`config.mk`:
```
export PLATFORM = sky130hd
export DESIGN_NAME = rq_tlp_scheduler
export DESIGN_NICKNAME = d
export VERILOG_FILES = /design/src/rtl/rq_tlp_scheduler.sv
export SDC_FILE = /design/constraint.sdc
export NUM_CORES = 1
export LEC_CHECK = 0
export ABC_AREA = 1
export CAP_MARGIN = 20
export CORE_AREA = 2 2 213 215
export CTS_CLUSTER_DIAMETER = 200
export DETAILED_ROUTE_END_ITERATION = 12
export DIE_AREA = 0 0 215 217
export GPL_TIMING_DRIVEN = 0
export SETUP_SLACK_MARGIN = 0.1
export SKIP_CTS_REPAIR_TIMING = 1
export SLEW_MARGIN = 10
export SYNTH_ARGS = -nofsm -noshare
export SYNTH_HDL_FRONTEND = slang
export SYNTH_SLANG_ARGS = --single-unit
```
`constraint.sdc`:
```
create_clock -name user_clk -period 24.7 [get_ports user_clk]
set_clock_uncertainty 0.15 [all_clocks]
set_input_delay 4.94 -clock user_clk [delete_from_list [all_inputs] [get_ports user_clk]]
set_output_delay 4.94 -clock user_clk [all_outputs]
set_load 0.005 [all_outputs]
```
`src/rtl/rq_tlp_scheduler.sv`:
```
// Round-robin requester-to-TLP-encoder scheduler with a non-posted tag pool
// and a watchdog on encoder completion.
module rq_tlp_scheduler #(
    parameter int NUM_REQ     = 4,
    parameter int NUM_TAGS    = 32,
    parameter int TIMEOUT_CYC = 1024
) (
    input  logic                  user_clk,
    input  logic                  reset,
    input  logic [NUM_REQ-1:0]    req_valid,
    input  logic [3*NUM_REQ-1:0]  req_type,
    input  logic [64*NUM_REQ-1:0] req_addr,
    input  logic [32*NUM_REQ-1:0] req_data,
    output logic [NUM_REQ-1:0]    req_ack,
    output logic                  req_err,
    output logic [7:0]            req_tag,
    output logic [2:0]            tx_type,
    output logic [7:0]            tx_tag,
    output logic [63:0]           tx_addr,
    output logic [31:0]           tx_data,
    output logic                  tx_start,
    input  logic                  tx_done,
    input  logic                  cpl_valid,
    input  logic [7:0]            cpl_tag,
    output logic [8:0]            tags_free,
    output logic                  busy,
    output logic                  timeout_err
);
    localparam int GW  = $clog2(NUM_REQ);
    localparam int WDW = $clog2(TIMEOUT_CYC) + 1;

    typedef enum logic [1:0] {S_IDLE, S_START, S_WAIT} state_t;

    state_t               r_state, w_state_nxt;
    logic [GW-1:0]        r_last_grant;
    logic [NUM_REQ-1:0]   r_grant_oh;
    logic [NUM_REQ-1:0]   r_ack;
    logic                 r_err;
    logic [7:0]           r_req_tag;
    logic [2:0]           r_tx_type;
    logic [7:0]           r_tx_tag;
    logic [63:0]          r_tx_addr;
    logic [31:0]          r_tx_data;
    logic                 r_np;
    logic [WDW-1:0]       r_wd;
    logic                 r_timeout;
    logic [NUM_TAGS-1:0]  r_alloc;
    logic [8:0]           r_tags_free;

    logic [NUM_REQ-1:0]   w_elig;
    logic                 w_grant_vld;
    logic [GW-1:0]        w_grant_idx;
    logic [NUM_REQ-1:0]   w_grant_oh;
    logic                 w_can_grant;
    logic [2:0]           w_win_type;
    logic [63:0]          w_win_addr;
    logic [31:0]          w_win_data;
    logic                 w_win_posted;
    logic                 w_win_illegal;
    logic                 w_alloc_now;
    logic [7:0]           w_free_idx;
    logic [NUM_TAGS-1:0]  w_alloc_nxt;
    logic [8:0]           w_used_cnt;
    logic                 w_timeout;

    function automatic logic f_posted(input logic [2:0] t);
        return (t == 3'd1) || (t == 3'd3);
    endfunction

    function automatic logic f_illegal(input logic [2:0] t);
        return t[2:1] == 2'b11;
    endfunction

    always_comb begin
        w_elig = '0;
        for (int i = 0; i < NUM_REQ; i++)
            w_elig[i] = req_valid[i] && (f_posted(req_type[3*i +: 3]) ||
                        f_illegal(req_type[3*i +: 3]) || (r_tags_free != 9'd0));
    end

    // Rotating search starting one past the previous winner.
    always_comb begin
        logic [GW-1:0] v_idx;
        w_grant_vld = 1'b0;
        w_grant_idx = '0;
        v_idx       = '0;
        for (int k = 1; k <= NUM_REQ; k++) begin
            v_idx = GW'((int'(r_last_grant) + k) % NUM_REQ);
            if (!w_grant_vld && w_elig[v_idx]) begin
                w_grant_vld = 1'b1;
                w_grant_idx = v_idx;
            end
        end
    end

    always_comb begin
        w_win_type = '0;
        w_win_addr = '0;
        w_win_data = '0;
        for (int i = 0; i < NUM_REQ; i++) begin
            if (w_grant_idx == GW'(i)) begin
                w_win_type = req_type[3*i +: 3];
                w_win_addr = req_addr[64*i +: 64];
                w_win_data = req_data[32*i +: 32];
            end
        end
    end

    assign w_grant_oh    = NUM_REQ'(1) << w_grant_idx;
    assign w_win_posted  = f_posted(w_win_type);
    assign w_win_illegal = f_illegal(w_win_type);
    // The acknowledge cycle is a dead cycle so the acked requester can drop valid.
    assign w_can_grant   = (r_state == S_IDLE) && (r_ack == '0) && w_grant_vld;
    assign w_alloc_now   = w_can_grant && !w_win_illegal && !w_win_posted;
    assign w_timeout     = (r_state == S_WAIT) && !tx_done && (r_wd == WDW'(TIMEOUT_CYC - 1));

    always_comb begin
        w_free_idx = '0;
        for (int t = NUM_TAGS - 1; t >= 0; t--)
            if (!r_alloc[t]) w_free_idx = 8'(t);
    end

    // Frees act on the current pool, so a tag freed now is allocatable next cycle.
    always_comb begin
        w_alloc_nxt = r_alloc;
        w_used_cnt  = '0;
        for (int t = 0; t < NUM_TAGS; t++) begin
            if (cpl_valid && cpl_tag == 8'(t))               w_alloc_nxt[t] = 1'b0;
            if (w_timeout && r_np && r_tx_tag == 8'(t))      w_alloc_nxt[t] = 1'b0;
            if (w_alloc_now && w_free_idx == 8'(t))          w_alloc_nxt[t] = 1'b1;
            w_used_cnt = w_used_cnt + 9'(w_alloc_nxt[t]);
        end
    end

    always_ff @(posedge user_clk) begin
        if (reset) r_state <= S_IDLE;
        else       r_state <= w_state_nxt;
    end

    always_comb begin
        w_state_nxt = r_state;
        case (r_state)
            S_IDLE:  if (w_can_grant && !w_win_illegal) w_state_nxt = S_START;
            S_START: w_state_nxt = S_WAIT;
            S_WAIT:  if (tx_done || w_timeout) w_state_nxt = S_IDLE;
            default: w_state_nxt = S_IDLE;
        endcase
    end

    always_comb begin
        tx_start = (r_state == S_START);
        busy     = (r_state != S_IDLE);
    end

    always_ff @(posedge user_clk) begin
        if (reset) begin
            r_last_grant <= GW'(NUM_REQ - 1);
            r_grant_oh   <= '0;
            r_ack        <= '0;
            r_err        <= 1'b0;
            r_req_tag    <= '0;
            r_tx_type    <= '0;
            r_tx_tag     <= '0;
            r_tx_addr    <= '0;
            r_tx_data    <= '0;
            r_np         <= 1'b0;
            r_wd         <= '0;
            r_timeout    <= 1'b0;
            r_alloc      <= '0;
            r_tags_free  <= 9'(NUM_TAGS);
        end else begin
            r_ack       <= '0;
            r_err       <= 1'b0;
            r_alloc     <= w_alloc_nxt;
            r_tags_free <= 9'(NUM_TAGS) - w_used_cnt;
            if (w_can_grant) begin
                r_last_grant <= w_grant_idx;
                r_grant_oh   <= w_grant_oh;
                if (w_win_illegal) begin
                    r_ack     <= w_grant_oh;
                    r_err     <= 1'b1;
                    r_req_tag <= '0;
                end else begin
                    r_tx_type <= w_win_type;
                    r_tx_addr <= w_win_addr;
                    r_tx_data <= w_win_data;
                    r_tx_tag  <= w_win_posted ? 8'h00 : w_free_idx;
                    r_np      <= !w_win_posted;
                end
            end
            if (r_state == S_START)     r_wd <= '0;
            else if (r_state == S_WAIT) r_wd <= r_wd + 1'b1;
            if (r_state == S_WAIT && (tx_done || w_timeout)) begin
                r_ack     <= r_grant_oh;
                r_err     <= w_timeout;
                r_req_tag <= r_tx_tag;
                if (w_timeout) r_timeout <= 1'b1;
            end
        end
    end

    assign req_ack     = r_ack;
    assign req_err     = r_err;
    assign req_tag     = r_req_tag;
    assign tx_type     = r_tx_type;
    assign tx_tag      = r_tx_tag;
    assign tx_addr     = r_tx_addr;
    assign tx_data     = r_tx_data;
    assign tags_free   = r_tags_free;
    assign timeout_err = r_timeout;

endmodule

```
==> flow_summary.ini, run 1 <==
[yosys]
synth-edff-count = 0
muxShareOfSynthArea_pct = 0.08997
synth.distinct_cells = 45
synth_largest_area_cell = dfxtp_1
yosysMostFrequentCell = nand2_1
synthTopCellsByArea = dfxtp_1 32%, nand2_1 14%, o21ai_0 9.1%
synth_xor_area_share_pct = 0.2362
yosys.area.top_type_share_pct = 31.67
synth_commonest_cells = 409 x nand2_1, 203 x o21ai_0, 176 x dfxtp_1
avgSynthCellArea_um2 = 6.642
synthCells = 1675
yosysWarnings = 0
ys_seq_area_share_pct = 31.67
netlist_area_um2 = 11130
synth_compound_area_share_pct = 21.12
synth_ff_type = dfxtp_1
synth_simple_gate_area_share_pct = 29.49
synth_seq_cells = 176
synth-adder-area-share_pct = 8.052
synth_top_family_by_area = simple AND/OR/NAND/NOR gates
async_reset_ff_share_pct = 0

[route]
drt-wirelength-per-cell_um = 23.72
wl_met1_mm = 27.43
drtAntennaViolNets = 0
top_layer = met5
num_vias = 14382
drt-initial-drc-count = 1032
drt_pass1_iterations = 8
viasPerCell = 5.018
drc = 0
wl_met3_mm = 4.493
routed_wl_mm = 67.98
wl_met2_mm = 32.86

[clock_network]
cts_tree = yes
h-tree-depth = 4
ctsRootBufferMaster = clkbuf_16
clk_path_buf_depth = 2
cts_num_sinks = 176
worstSkewPairLatency_ns = 0.45
cts_made_buffers = 17
clk_pin_slew_ns = 0.07

[global_routing]
antenna_found_initial = 20
first_global_vias = 14219
grt_pass1_wl_mm = 95.32
track_usage_pct = 28.17
overflow = 0
grt_max_degree = 17

[layout]
drive_gt1_share_pct = 4.849
final_cell_area_um2 = 17840
n_fill_cell = 4798
fin_util_pct = 39.91
final_nets = 2704
area_growth_pct = 60.34
fin_cells = 2866

[setup_path]
worstPathMaxFanout = 9
critPathMaxStageDelay_ns = 0.56
required_ns = 24.89
start_kind = input port
crit_arrival_ns = 12.76
path_common_cell = fa_1
crit_path_end_kind = flip-flop
crit_type = input port to flip-flop
crit_slowest_cell = fa_1
rrSetupSlack_ns = 16.23

[timing]
max_clock_freq_mhz = 79.50
final-hold-violation-count = 0
tightest_slew_ns = 1.073
maxSlewViolCount = 0
relSlewSlack_pct = 27.89
setup_viol = 0
fin_setup_tns_ns = 0
min_period_ns = 12.58
rsz0062_at_grt = false
layout_setup_ws_ns = 12.12
period_share_pct = 50.92

[die]
die_x_um = 215
core_um2 = 44700
floorplan.initialDensity_pct = 24.89
dieArea_um2 = 46660
ioPinCount = 544
placementRows = 78
dieHeight_um = 217

[min_path]
hold_class = flip-flop to flip-flop

[power]
peakVddDrop_uv = 69.31
p_leak_nw = 6.897
powerDensity_nw_per_um2 = 154.6

[job]
max_cap_violations = 0

[placed_design]
dp_cells = 2817
preCtsSetupSlack_ns = 11.67
portBuffers = 536
place_area_um2 = 17270
dp_hpwl_mm = 57.75
gp_congestion = 0.9652

[run_status]
status = finished clean
## registers in the layout, summed over array words and instances (netlist names), 3 cells and up
| signal | cells |
|---|---|
| tx_type | 3 |
| tx_tag | 5 |
| tags_free | 9 |
| r_alloc | 32 |
| tx_addr | 64 |
| r_grant_oh | 4 |
| tx_data | 32 |
| r_wd | 11 |
| req_tag | 5 |
| req_ack | 4 |
## cell usage in the layout (no fill, tap or decap), types with 3 or more instances in the layout
cell	Yosys	routed
inv_6	0	3
conb_1	1	6
diode_2	0	18
nand4_1	102	102
a21oi_1	153	153
clkinvlp_4	0	4
clkbuf_1	66	67
buf_4	9	9
ha_1	30	30
clkbuf_16	0	17
clkinv_2	0	4
a221oi_1	7	7
a31oi_1	5	5
nand3_1	51	51
nor2_1	134	134
inv_2	8	8
buf_1	7	7
a211oi_1	4	4
nand2_4	3	3
dfxtp_1	176	176
inv_1	136	136
clkdlybuf4s50_1	0	536
o22ai_1	13	13
fa_1	26	26
nor2_2	16	16
a21boi_0	5	5
o211ai_1	17	17
nor3_1	14	14
nor4_1	4	4
o21ai_0	203	203
o21a_1	5	5
nand2_1	409	409
nand2_2	5	5
o21ai_1	20	20
buf_2	25	26
## final timing paths
kind	from	to	depth (start not counted)
worst max-delay path	req_type[11]	tags_free[5]	37
worst min-delay path	req_tag[2]	req_tag[2]	2
worst max register to register	tags_free[3]	tags_free[5]	38
worst min register to register	req_tag[2]	req_tag[2]	2
## worst max-delay path: cells and delay by family
family	cells	cell delay [ns]
and+or+nand+nor	15	1.63
AOI/OAI and AO/OA	4	0.74
buffers and inverters	7	1.13
muxes	1	0.21
adders and majority gates	10	4.11
## routing by layer
metal	global-route usage [%]	vias to the layer above
li1	-	6765
met2	49.14	684
met4	13.70	2
met1	33.18	6795
met3	5.465	136
met5	0	-
## report_power, final
part	switching [mW]	leakage (nW)	internal (mW)
Combinational	1.40	5.20	0.685
Clock	0.126	0.252	0.131
Sequential	0.0454	1.45	0.375
## metrics by stage
step / hold slack, ns / power [mW]
2_1_floorplan: 0.2922 / 1.590
3_3_place_gp: 0.2998 / 2.462
3_5_place_dp: 0.3090 / 2.486
4_1_cts: 0.3191 / 2.753
5_1_grt: 0.3459 / 2.973
6_report: 0.3160 / 2.759
## area by class of cell
type / count / area [um2] / area share, %
Antenna cell: 18 / 45.04 / 0.2525
Buffer: 109 / 489.2 / 2.743
Clock buffer: 19 / 442.9 / 2.483
Clock inverter: 12 / 85.08 / 0.4770
Inverter: 145 / 546.8 / 3.065
Multi-Input combinational cell: 1250 / 6585 / 36.92
Sequential cell: 176 / 3523 / 19.75
Tap cell: 600 / 750.7 / 4.208
Timing Repair Buffer: 537 / 5370 / 30.10
## cell families after synthesis
kind of cell	Yosys count
AOI/OAI and AO/OA	437
xor gates and xnor gates	3
adders and majority gates	56
buffers and inverters	254
DFF	176
muxes	1
other	1
and+or+nand+nor	747
(Power assumes the default switching activity.)
==> inputs of run 2 (changes only) <==
==> constraint.sdc (replaced) <==
create_clock -name user_clk -period 11.1 [get_ports user_clk]
set_clock_uncertainty 0.15 [all_clocks]
set_input_delay 2.22 -clock user_clk [delete_from_list [all_inputs] [get_ports user_clk]]
set_output_delay 2.22 -clock user_clk [all_outputs]
set_load 0.005 [all_outputs]
==> results of run 2 <==
Same layout as run 1 (identical final DEF). Status: finished clean.
Among the figures that moved: setup slack after placement 11.67 ns -> 0.7860 ns; setup slack after layout 12.12 ns -> 1.242 ns; register-to-register setup slack 16.23 ns -> 2.63 ns; total power 2.759 mW -> 6.139 mW; worst IR drop on VDD 69.31 uV -> 154.2 uV
==> inputs of run 3 (changes only) <==
--- a/config.mk
+++ b/config.mk
@@ -7,11 +7,14 @@
 export LEC_CHECK = 0
 export ABC_AREA = 1
 export CAP_MARGIN = 20
-export CORE_AREA = 2 2 213 215
+export CELL_PAD_IN_SITES_DETAIL_PLACEMENT = 0
+export CELL_PAD_IN_SITES_GLOBAL_PLACEMENT = 2
+export CORE_MARGIN = 2
+export CORE_UTILIZATION = 19
 export CTS_CLUSTER_DIAMETER = 200
 export DETAILED_ROUTE_END_ITERATION = 12
-export DIE_AREA = 0 0 215 217
 export GPL_TIMING_DRIVEN = 0
+export PLACE_DENSITY_LB_ADDON = 0.1
 export SETUP_SLACK_MARGIN = 0.1
 export SKIP_CTS_REPAIR_TIMING = 1
 export SLEW_MARGIN = 10
==> run 3 against run 2 <==
  * Critical path depth up 1
  * Count of clock-buffer cells in the layout down 1
  * Power decreased by 0.54%
  * Final area increased by 1.3%
  * Register-to-register slack better by 0.16 ns
  * Combinational power down 2%
  * Core utilization decreased by 8.6 points
  * Setup slack worse by 0.043 ns
  * Cell count is 5.3% higher
  * Sequential share of layout area decreased by 0.26 points
==> flow_summary.ini, run 3 (same netlist as run 1, synthesis figures left out) <==
[placed_design]
dp_hpwl_mm = 58.55
portBuffers = 536
gp_congestion = 0.8903

[route]
drt_pass1_iterations = 5
drc = 0
drt-wirelength-per-cell_um = 22.86
viasPerCell = 4.533
routed_wl_mm = 68.96
drt-initial-drc-count = 715
drtAntennaViolNets = 0
num_vias = 13676

[die]
dieHeight_um = 246.0
floorplan.initialDensity_pct = 19.25
core_um2 = 57810
dieArea_um2 = 60510
ioPinCount = 544
placementRows = 88
die_x_um = 246.0

[setup_path]
crit_arrival_ns = 10.11
cp_top_family = adder cells
crit_slowest_cell = fa_1
required_ns = 11.31
cp_num_buf_inv = 7
crit_path_end_kind = flip-flop
critPathMaxStageDelay_ns = 0.55
crit_type = input port to flip-flop
worstPathMaxFanout = 9
start_kind = input port

[global_routing]
grt_max_degree = 18
track_usage_pct = 22.63
overflow = 0
first_global_vias = 14274
grt_pass1_wl_mm = 99.09
antenna_found_initial = 8

[timing]
final-hold-violation-count = 0
hold_slack_ns = 0.3178
period_share_pct = 89.20
maxSlewViolCount = 0
min_period_ns = 9.901
setup_viol = 0
fin_setup_tns_ns = 0
max_clock_freq_mhz = 101.0
relSlewSlack_pct = 34.47
tightest_slew_ns = 0.9829
rsz0062_at_grt = false

[layout]
fin_util_pct = 31.27
final_cell_mix = 536 x clkdlybuf4s50_1, 409 x nand2_1, 203 x o21ai_0
area_growth_pct = 62.46
final_common_cell = clkdlybuf4s50_1
multi_input_area_um2 = 6591
drive_gt1_share_pct = 5.022
ff_latch_area_um2 = 3523
n_fill_cell = 6363
largest_reg_flops = 64
final_nets = 2705

[clock_network]
clk_pin_slew_ns = 0.07
worstSkewPairLatency_ns = 0.46
h-tree-depth = 4
cts_made_buffers = 17
cts_num_sinks = 176
ctsRootBufferMaster = clkbuf_16
clk_path_buf_depth = 2
cts_tree = yes

[min_path]
hold_class = flip-flop to flip-flop

[power]
p_leak_nw = 6.930
power_mw = 6.106
powerDensity_nw_per_um2 = 337.8
peakVddDrop_uv = 146.6

[run_status]
status = finished clean

[job]
max_cap_violations = 0
## run 3: cell types whose count changed in the layout (fill, tap and decap cells not counted), moves of 2 or more
| cell | previous run | this run |
|---|---|---|
| diode_2 | 18 | 2 |
| inv_8 | 0 | 2 |
| inv_6 | 3 | 7 |
| clkinv_2 | 4 | 1 |
## run 3: power by group
part           total [mW]  switching (mW)  internal, mW
sequential          0.934          0.0988         0.835
clock               0.629           0.306         0.323
combinational        4.54            3.02          1.52
## run 3: worst paths after layout
path                      from            to  slack (ns)  depth (start not counted)
setup / recovery   req_type[9]  tags_free[6]        1.20                         38
hold / removal      req_tag[0]    req_tag[0]        0.32                          2
setup reg to reg  tags_free[7]  tags_free[6]        2.79                         39
hold reg to reg     req_tag[0]    req_tag[0]        0.32                          2
## run 3: worst register-to-register path, delay by kind of cell (launching register included)
| family | cells | cell delay [ns] |
|---|---|---|
| buffers and inverters | 6 | 0.52 |
| AND/OR/NAND/NOR | 19 | 2.65 |
| flip-flops | 1 | 0.32 |
| AO/OA/AOI/OAI | 5 | 0.83 |
| adder cells (fa/ha/maj) | 9 | 3.75 |
## run 3: per-layer routing
metal  track usage (%)  vias to the layer above  routed length, um
li1                  -                     6752                  -
met1             25.57                     6438              27350
met2             42.99                      438              36440
met3             5.479                       40               4322
met4             3.850                        8                792
met5                 0                        -                 52
## run 3: through the flow
step	worst slack, ns	instance area [um2]	cells
global placement	0.6633	17470	2981
global route	0.7219	18070	3017
floorplan	2.239	11140	1680
CTS	1.159	18060	3014
detailed placement	0.6970	17480	2982
finish	1.199	18070	3017
## run 3: final cells by class
type,instances,share of cell area (%)
Antenna cell,2,0.02769
Buffer,109,2.707
Clock buffer,18,2.430
Clock inverter,14,0.7822
Inverter,145,3.025
Multi-Input combinational cell,1250,36.47
Sequential cell,176,19.49
Tap cell,765,5.296
Timing Repair Buffer,538,29.77
